[src/rtl/leb128_encoder.sv]
// -----------------------------------------------------------------------------
// leb128_encoder
//
// Streaming LEB128 encoder. One WIDTH-bit integer is accepted with a
// signed/unsigned flag. The encoder then emits the minimal-length LEB128 byte
// sequence for it, one byte per out_valid/out_ready handshake.
//
// Configuration macro:
//   LEB128_PAD_EN - adds the in_pad input. The sequence is then padded to
//                   max(minimal length, min(in_pad, MAX_BYTES)) bytes, which
//                   gives a fixed-width immediate that can be patched later.
//                   When the macro is undefined, the encoding is always minimal.
//
// Ports:
//   clk        in   1      rising-edge clock
//   reset      in   1      asynchronous, active-low reset
//   in_value   in   WIDTH  integer to encode
//   in_signed  in   1      1: SLEB128, 0: ULEB128
//   in_pad     in   CNT_W  requested minimum length (LEB128_PAD_EN only)
//   in_valid   in   1      in_value/in_signed (and in_pad) valid
//   in_ready   out  1      encoder idle, accepts a value
//   out_byte   out  8      current encoded byte, bit7 = continuation
//   out_valid  out  1      out_byte valid
//   out_ready  in   1      sink accepts out_byte
//   out_last   out  1      out_byte is the final byte of the sequence
//   out_count  out  CNT_W  0-based index of out_byte within the sequence
// -----------------------------------------------------------------------------
module leb128_encoder #(
  parameter int WIDTH = 64,
  localparam int MAX_BYTES = (WIDTH + 6) / 7,
  localparam int CNT_W = $clog2(MAX_BYTES + 1)
) (
  input  logic             clk,
  input  logic             reset,
  input  logic [WIDTH-1:0] in_value,
  input  logic             in_signed,
`ifdef LEB128_PAD_EN
  input  logic [CNT_W-1:0] in_pad,
`endif
  input  logic             in_valid,
  output logic             in_ready,
  output logic [7:0]       out_byte,
  output logic             out_valid,
  input  logic             out_ready,
  output logic             out_last,
  output logic [CNT_W-1:0] out_count
);

  // The shift register is seven bits wider than the input. This lets the top
  // group always carry the sign or zero extension bits.
  localparam int SR_W = WIDTH + 7;
  localparam logic [CNT_W-1:0] MAX_CNT = CNT_W'(MAX_BYTES);
  localparam logic [CNT_W-1:0] CNT_ZERO = {CNT_W{1'b0}};
  localparam logic [CNT_W-1:0] CNT_ONE = {{(CNT_W-1){1'b0}}, 1'b1};
  localparam logic [SR_W-8:0] UPPER_ZERO = {(SR_W-7){1'b0}};

  typedef enum logic [1:0] {
    ST_IDLE = 2'd0,  // waiting for a value
    ST_LOAD = 2'd1,  // value latched, first byte being formed
    ST_EMIT = 2'd2   // presenting bytes to the sink
  } state_t;

  state_t            state_r, state_s;
  logic [SR_W-1:0]   sr_r, sr_s;
  logic              signed_r, signed_s;
  logic [CNT_W-1:0]  pad_r, pad_s;
  logic [CNT_W-1:0]  pad_eff_s;
  logic              in_ready_r, in_ready_s;
  logic [7:0]        out_byte_r, out_byte_s;
  logic              out_valid_r, out_valid_s;
  logic              out_last_r, out_last_s;
  logic [CNT_W-1:0]  out_count_r, out_count_s;
  logic              last_s;
  logic [SR_W-1:0]   ext_s;

  // Drop one LEB128 group. The shift is arithmetic for signed values, so
  // padding bytes of negative values automatically become 0x7F.
  function automatic logic [SR_W-1:0] shift_group(input logic [SR_W-1:0] sr,
                                                  input logic            sgn);
    shift_group = {{7{sgn & sr[SR_W-1]}}, sr[SR_W-1:7]};
  endfunction

  // True when the low group already holds everything that remains. For signed
  // values, bit 6 of the group must also agree with the discarded upper bits.
  function automatic logic is_minimal_end(input logic [SR_W-1:0] sr,
                                          input logic            sgn);
    logic [SR_W-8:0] upper;
    upper = sr[SR_W-1:7];
    if (sgn) begin
      is_minimal_end = ((upper == UPPER_ZERO) && (sr[6] == 1'b0)) ||
                       ((&upper) && (sr[6] == 1'b1));
    end else begin
      is_minimal_end = (upper == UPPER_ZERO);
    end
  endfunction

  // The byte with index cnt is the last byte when the value is exhausted and
  // the requested padding length (capped at MAX_BYTES) has been reached.
  function automatic logic byte_is_last(input logic [SR_W-1:0]  sr,
                                        input logic             sgn,
                                        input logic [CNT_W-1:0] cnt,
                                        input logic [CNT_W-1:0] pad);
    logic [CNT_W-1:0] target;
    logic [CNT_W:0]   produced;
    if (pad > MAX_CNT) begin
      target = MAX_CNT;
    end else begin
      target = pad;
    end
    produced = {1'b0, cnt} + {1'b0, CNT_ONE};
    byte_is_last = is_minimal_end(sr, sgn) && (produced >= {1'b0, target});
  endfunction

`ifdef LEB128_PAD_EN
  assign pad_eff_s = pad_r;
`else
  // A pad target of zero always yields the minimal encoding.
  assign pad_eff_s = CNT_ZERO;
`endif

  // Widen the incoming value. Signed values are sign-extended; unsigned values
  // are zero-extended.
  always_comb begin
    if (in_signed) begin
      ext_s = {{7{in_value[WIDTH-1]}}, in_value};
    end else begin
      ext_s = {7'b0000000, in_value};
    end
  end

  // Next-state and next-output logic of the encoder FSM.
  always_comb begin
    state_s     = state_r;
    sr_s        = sr_r;
    signed_s    = signed_r;
    pad_s       = pad_r;
    in_ready_s  = in_ready_r;
    out_byte_s  = out_byte_r;
    out_valid_s = out_valid_r;
    out_last_s  = out_last_r;
    out_count_s = out_count_r;
    last_s      = 1'b0;

    case (state_r)
      ST_IDLE: begin
        out_valid_s = 1'b0;
        if (in_valid && in_ready_r) begin
          sr_s       = ext_s;
          signed_s   = in_signed;
`ifdef LEB128_PAD_EN
          pad_s      = in_pad;
`else
          pad_s      = CNT_ZERO;
`endif
          in_ready_s = 1'b0;
          state_s    = ST_LOAD;
        end else begin
          in_ready_s = 1'b1;
        end
      end

      ST_LOAD: begin
        last_s      = byte_is_last(sr_r, signed_r, CNT_ZERO, pad_eff_s);
        out_byte_s  = {~last_s, sr_r[6:0]};
        out_last_s  = last_s;
        out_count_s = CNT_ZERO;
        out_valid_s = 1'b1;
        in_ready_s  = 1'b0;
        state_s     = ST_EMIT;
      end

      ST_EMIT: begin
        in_ready_s = 1'b0;
        if (out_valid_r && out_ready) begin
          if (out_last_r) begin
            out_valid_s = 1'b0;
            out_byte_s  = 8'h00;
            out_last_s  = 1'b0;
            out_count_s = CNT_ZERO;
            in_ready_s  = 1'b1;
            state_s     = ST_IDLE;
          end else begin
            // The next byte is formed in the same cycle, so there is no bubble.
            sr_s        = shift_group(sr_r, signed_r);
            out_count_s = out_count_r + CNT_ONE;
            last_s      = byte_is_last(sr_s, signed_r, out_count_s, pad_eff_s);
            out_byte_s  = {~last_s, sr_s[6:0]};
            out_last_s  = last_s;
          end
        end else begin
          // Stalled by the sink: hold all outputs.
          out_valid_s = out_valid_r;
        end
      end

      default: begin
        state_s     = ST_IDLE;
        sr_s        = {SR_W{1'b0}};
        signed_s    = 1'b0;
        pad_s       = CNT_ZERO;
        in_ready_s  = 1'b0;
        out_byte_s  = 8'h00;
        out_valid_s = 1'b0;
        out_last_s  = 1'b0;
        out_count_s = CNT_ZERO;
      end
    endcase
  end

  // State and output registers. Reset clears every register, so an aborted
  // sequence leaves nothing behind.
  always_ff @(posedge clk or negedge reset) begin
    if (!reset) begin
      state_r     <= ST_IDLE;
      sr_r        <= {SR_W{1'b0}};
      signed_r    <= 1'b0;
      pad_r       <= CNT_ZERO;
      in_ready_r  <= 1'b0;
      out_byte_r  <= 8'h00;
      out_valid_r <= 1'b0;
      out_last_r  <= 1'b0;
      out_count_r <= CNT_ZERO;
    end else begin
      state_r     <= state_s;
      sr_r        <= sr_s;
      signed_r    <= signed_s;
      pad_r       <= pad_s;
      in_ready_r  <= in_ready_s;
      out_byte_r  <= out_byte_s;
      out_valid_r <= out_valid_s;
      out_last_r  <= out_last_s;
      out_count_r <= out_count_s;
    end
  end

  assign in_ready  = in_ready_r;
  assign out_byte  = out_byte_r;
  assign out_valid = out_valid_r;
  assign out_last  = out_last_r;
  assign out_count = out_count_r;

endmodule

[config.mk]
export PLATFORM = sky130hd
export DESIGN_NAME = leb128_encoder
export DESIGN_NICKNAME = d
export VERILOG_FILES = /design/src/rtl/leb128_encoder.sv
export SDC_FILE = /design/constraint.sdc
export NUM_CORES = 1
export LEC_CHECK = 0
export BUFFER_PORTS_ARGS = -buffer_cell sky130_fd_sc_hd__clkbuf_2
export CELL_PAD_IN_SITES_DETAIL_PLACEMENT = 1
export CELL_PAD_IN_SITES_GLOBAL_PLACEMENT = 1
export CORE_UTILIZATION = 40
export DETAILED_ROUTE_END_ITERATION = 6
export GPL_TIMING_DRIVEN = 0
export PLACE_DENSITY = 0.76
export REMOVE_ABC_BUFFERS = 1
export SLEW_MARGIN = 15
export SYNTH_ARGS = -nofsm -noshare
export SYNTH_HDL_FRONTEND = slang
export SYNTH_SLANG_ARGS = --single-unit
[constraint.sdc]
create_clock -name clk -period 4.7 [get_ports clk]
set_input_delay 0.235 -clock clk [delete_from_list [all_inputs] [get_ports clk]]
set_output_delay 0.235 -clock clk [all_outputs]
set_load 0.05 [all_outputs]
Yosys cells after proc, flatten, opt, wreduce, memory -nomap -nowiden
Index checks and enable logic that the tools add are counted.
{ "classes": {"n_reduce_logical": 21, "bitwise": 8, "n_mux": 37, "addsub": 2, "eq_ne": 6, "magnitude_cmp": 2} }
{ "ops": {"columns": ["cell", "count"], "rows": [
  ["$mux W71", 4],
  ["$pmux W71 S3", 1],
  ["$logic_not A64 Y1", 2],
  ["$reduce_and A64 Y1", 1],
  ["$reduce_and A58 Y1", 1],
  ["$mux W4", 6],
  ["$pmux W8 S3", 1],
  ["$mux W8", 2],
  ["$mux W1", 14],
  ["$logic_and A1 B1 Y1", 8],
  ["$ne A2 B2 Y1 const B", 4],
  ["$pmux W4 S2", 1],
  ["$not A1 Y1", 7],
  ["$mux W2", 3],
  ["$pmux W1 S2", 3],
  ["$pmux W2 S3", 1],
  ["$reduce_and A2 Y1", 3],
  ["$add A4 B1 Y5 const B", 1],
  ["$ge A5 B4 Y1", 1],
  ["$add A4 B1 Y4 const B", 1],
  ["$ge A1 B4 Y1 const A", 1],
  ["$reduce_and A4 Y1", 1],
  ["$pmux W1 S3", 1],
  ["$reduce_and A3 Y1", 1],
  ["6 further kinds", 7]
]} }
{ "word_totals": {"reg_bits": 89, "elab_cells": 84, "in_bits": 69, "out_inout_bits": 15} }

Longest topological paths before layout
{ "logic_depth": {"depth_word": 13, "ltp_mapped": 9, "ltp_nobuf": 7} }

Worst setup path before layout
No wires, ideal clock.
{ "synth_path": {"path_kind": "reg2reg", "startpoint": "register out_valid_r (netlist: out_valid)", "endpoint": "register sr_r[54]", "path_stages_with_launch": 7, "synth_period_minus_slack_ns": 1.754, "slack_ns": 2.946, "t_required_ns": 4.574, "n_path_buf": 2, "arrival_ns": 1.628, "setup_ns": 0.126, "path_cell_list": "dfrtp_1 nand2_1 o21a_1 nor3_2 buf_2 buf_2 a21oi_1"} }
{ "synth_between": {"elab_chain_len": 3} }
{ "synth_lines": {"columns": ["element", "line", "rtl"], "rows": [
  ["from (decl)", "70", "logic out_valid_r, out_valid_s;"],
  ["from (signal assigned)", "230", "out_valid_r <= out_valid_s;"],
  ["$logic_and A1 B1 Y1", "174", "if (out_valid_r && out_ready) begin"],
  ["$ne A2 B2 Y1 (no source line)", null, null],
  ["$reduce_and A4 Y1 (no source line)", null, null],
  ["to (signal assigned)", "215", "sr_r <= {SR_W{1'b0}};"],
  ["to (signal assigned)", "225", "sr_r <= sr_s;"],
  ["to (decl)", "64", "logic [SR_W-1:0] sr_r, sr_s;"]
]} }
No other way between the ends.
A chain may end at the register's enable or synchronous reset.

Worst setup path in the final report
{ "layout_path": {"startpoint": "register state_r[0]", "endpoint": "register sr_r[41]"} }
{ "layout_between": {"elab_chain_len": 3, "word_cells_on_any_way": 9, "classes_between": "5 x eq/ne; 1 x mux; 1 x bitwise; 2 x reduce/logical"} }
{ "layout_lines": {"columns": ["element", "line", "rtl"], "rows": [
  ["from (decl)", "63", "state_t state_r, state_s;"],
  ["from (signal assigned)", "224", "state_r <= state_s;"],
  ["$eq A2 B2 Y1 (tied with other cells)", "144", "case (state_r)"],
  ["$ne A2 B2 Y1 (no source line) or $not A1 Y1 (tied branches)", null, null],
  ["$reduce_and A4 Y1 (no source line)", null, null]
]} }
Several ways; a longest one is shown, not always the timed one.

==> impl_metrics.toml <==
[status]
status = "complete, no violations"

[yosys]
synth-compound-area-share = 0.261
synth-seq-area-share = 0.521
async_flop_share = 1.00
synth_top_flop_cell = "sky130_fd_sc_hd__dfrtp_1"
synth.yosys.warnings = 0
synth_edf_count = 0
synth_cells = 425
ys_ff_latch = 83
syn_area_sq_mm = 0.00399
ys_types = 36
synthSimpleGateAreaFrac = 0.162
yosys-mux-area-fraction = 0
dominant_combinational_cell_family_by_area_after_synthesis = "compound AO/OA/AOI/OAI gates"
syn_avg_cell_area_sq_um = 9.38
adder_cell_share_of_the_synthesized_area = 0.0126
synth_xor_xnor_area_share = 0.00439

[drt]
final_antenna_net_count = 0
drtPass1Iterations = 4
routed_wirelength_mm = 11.4
maxUsedRoutingLayer = "met4"
drt-vias-per-instance = 5.83
vias = 3671
detailroute.wirelength.met2_mm = 5.57
route.layer.met1.wl_mm = 5.24
detail_route.wl_per_cell_um = 18.1
first_iter_violations = 119
met3_wirelength_um = 454
detail_route.drc_violations = 0

[timing]
skew_ns = 0.0108
setup_viol_count_final = 0
max_slew.worst_pin.slew_ns = 0.847
final-hold-violation-count = 0
final-max-slew-violation-count = 0
setup_repair_after_global_routing_missed_its_margin = "no"
post-route-period-util = 0.613
rel_slew_slack = 0.436
fmax_ghz = 0.347
final.min_clock_period_ns = 2.88
worst_hold_slack_ns = 0.118

[cts]
cts.reportedPaths.clkPinSlew_ns = 0.09
cts_repair_resize_count = 0
cts.sinks = 83
cts_tree = "built"
cts_buffer_depth = 2
cts_root_buffer = "sky130_fd_sc_hd__clkbuf_8"
htree_levels = 3
cts_post_setup_buffers_inserted = 0
postCtsHoldBufs = 1
clk_latency_ns = 0.37
numCtsBuffers = 9

[cells_and_area]
register_area_sq_mm = 0.00208
post_route_cells_drive_above_1_share = 0.221
fin_util = 0.491
multiInputGateArea_sq_mm = 0.00178
layout.nets = 565
area.growth.synth_to_final_pct = 19.7
n_fill_cell = 1155
ant_cells = 0

[setup_path]
worstSetupPathType = "flop to flop"
critical_path.max_stage_delay_ns = 0.71
path_max_fanout = 70
end_kind = "flop"
cp_common_cell = "sky130_fd_sc_hd__buf_8"
path_cells = "inv_1 > ha_4 > a21boi_1 > nor3_4 > buf_8 > buf_16 > buf_8 > nor2_1 > a21oi_1"
worstPathRequired_ns = 4.95
crit_arrival_ns = 3.13
sort_of_element_at_the_start_of_the_critical_path = "flop"
cpLargestDelayFamily = "buffers and inverters"
critPathSlowestCell = "sky130_fd_sc_hd__ha_4"
critical_path.n_buffers_inverters = 4

[power]
ir_worst_vdd_mv = 0.108
cellInternalPower_uw = 985
power_frac_comb = 0.038
power.share.clock = 0.406
leakagePower_uw = 0.00216
power.switching_uw = 297
switching_share = 0.232
seq_power_share = 0.556
power.density_mw_per_mm2 = 269

[placement]
dp_hpwl_mm = 7.90
place.gp.congestion = 0.742
placement.io_buffers = 83

[floorplan]
fp-row-count = 36
die-height_um = 102
floorplan.initialDensity = 0.410
floorplan.core_area_sq_mm = 0.00973
ios = 84
die_w_um = 102
overall_die_area_sq_mm = 0.0104

[run]
max_cap_viol_count = 0

[global_route]
maximum_number_of_pins_on_one_net_before_global_route_repair = 71
grt.overflow.total = 0
grt_usage = 0.236
antenna_found_initial = 0
global_route_wire_length_before_repair_mm = 18.9
first_global_vias = 3680

[hold_path]
worstHoldPathType = "input port to flop"
## through the flow
step / setup WS [ns] / instances / TNS, ns / cell area (sq um) / power, uW
after floorplan: -1.32 / 391 / -59.58 / 3840 / 728
final: 1.82 / 630 / 0 / 4770 / 1280
after detailed placement: 1.82 / 613 / 0 / 4560 / 777
after global placement: -3.33 / 607 / -183.61 / 4420 / 775
after CTS: 1.79 / 630 / 0 / 4770 / 1300
after global routing: 1.60 / 630 / 0 / 4770 / 1330
## logic make-up after synthesis
group,count (synthesis)
flip-flops,83
buffers and inverters,37
AO/OA/AOI/OAI,161
AND/OR/NAND/NOR,138
XOR/XNOR,2
adder cells (fa/ha/maj),4
## placed cells by master (no fill, tap or decap), types with 2 or more instances in the layout
cell type,instances
sky130_fd_sc_hd__a41o_1,2
sky130_fd_sc_hd__and4_1,3
sky130_fd_sc_hd__clkbuf_8,13
sky130_fd_sc_hd__nor3_1,2
sky130_fd_sc_hd__inv_1,3
sky130_fd_sc_hd__a21boi_1,2
sky130_fd_sc_hd__nor2_1,80
sky130_fd_sc_hd__and3_1,3
sky130_fd_sc_hd__o21ai_0,3
sky130_fd_sc_hd__nand4_1,17
sky130_fd_sc_hd__ha_4,2
sky130_fd_sc_hd__dfrtp_1,83
sky130_fd_sc_hd__nand3_1,4
sky130_fd_sc_hd__a22oi_1,64
sky130_fd_sc_hd__a21oi_1,72
sky130_fd_sc_hd__ha_1,2
sky130_fd_sc_hd__nand2_1,11
sky130_fd_sc_hd__nor4_1,14
sky130_fd_sc_hd__xor2_1,2
sky130_fd_sc_hd__a22o_1,7
sky130_fd_sc_hd__clkinvlp_4,2
sky130_fd_sc_hd__clkbuf_2,82
sky130_fd_sc_hd__buf_8,4
## cell usage after synthesis, drive strengths merged (2+ instances only)
cell type	number	area, sq um
a21boi	3	22.5
dfrtp	83	2080
buf	15	73.8
and3	3	18.8
ha	4	50.1
and4	3	26.3
nand3	4	20.0
nand4	17	106
a22o	7	61.3
xor2	2	17.5
a21oi	72	360
a41o	2	20.0
or4	2	18.8
nand2	11	41.3
inv	3	11.3
clkbuf	19	71.3
nor3	3	20.0
nor4	14	87.6
a22oi	64	480
o21ai	4	20.0
nor2	80	300
## sequential cells by signal (all words and copies together), names as in the netlist
| name | flops |
|---|---|
| out_byte | 8 |
| out_valid | 1 |
| state_r | 2 |
| signed_r | 1 |
| sr_r | 65 |
| out_last | 1 |
| out_count | 4 |
| in_ready | 1 |
## worst min-delay path, delay by kind of cell
family	cells	cell delay [ns]
simple gates	1	0.06
compound gates	1	0.06
buf+inv	1	0.09
## metal layers
layer  track usage  up-vias
met2         0.378       95
met5             0        -
li1              -     1722
met4        0.0791        0
met3        0.0445       15
met1         0.325     1839
## power by group through the flow
stage	logic (uW)	registers (uW)	clock network, uW
6_report	48.6	713	520
3_5_place_dp	49.5	728	0
5_1_grt	54.4	713	565
4_1_cts	50.3	713	532
2_1_floorplan	0.524	728	0
3_3_place_gp	47.1	728	0
## worst paths after layout
check,startpoint,endpoint,slack (ns),cells past startpoint
max in group asynchronous,reset,sr_r[32],3.58,3
hold / removal,in_signed,signed_r,0.12,3
min in group asynchronous,reset,out_count[1],0.49,2
hold reg to reg,out_byte[0],out_byte[0],0.51,1
setup / recovery,state_r[0],sr_r[41],1.82,9
setup reg to reg,state_r[0],sr_r[41],1.82,9
## final cells by class
cell class | count | area share
well taps | 133 | 0.0349
clock inverters | 3 | 0.00419
clock buffers | 13 | 0.0375
multi-input cells | 305 | 0.374
inverters | 3 | 0.00236
flip-flops and latches | 83 | 0.435
repair buffers | 90 | 0.112
(Power assumes the default switching activity.)
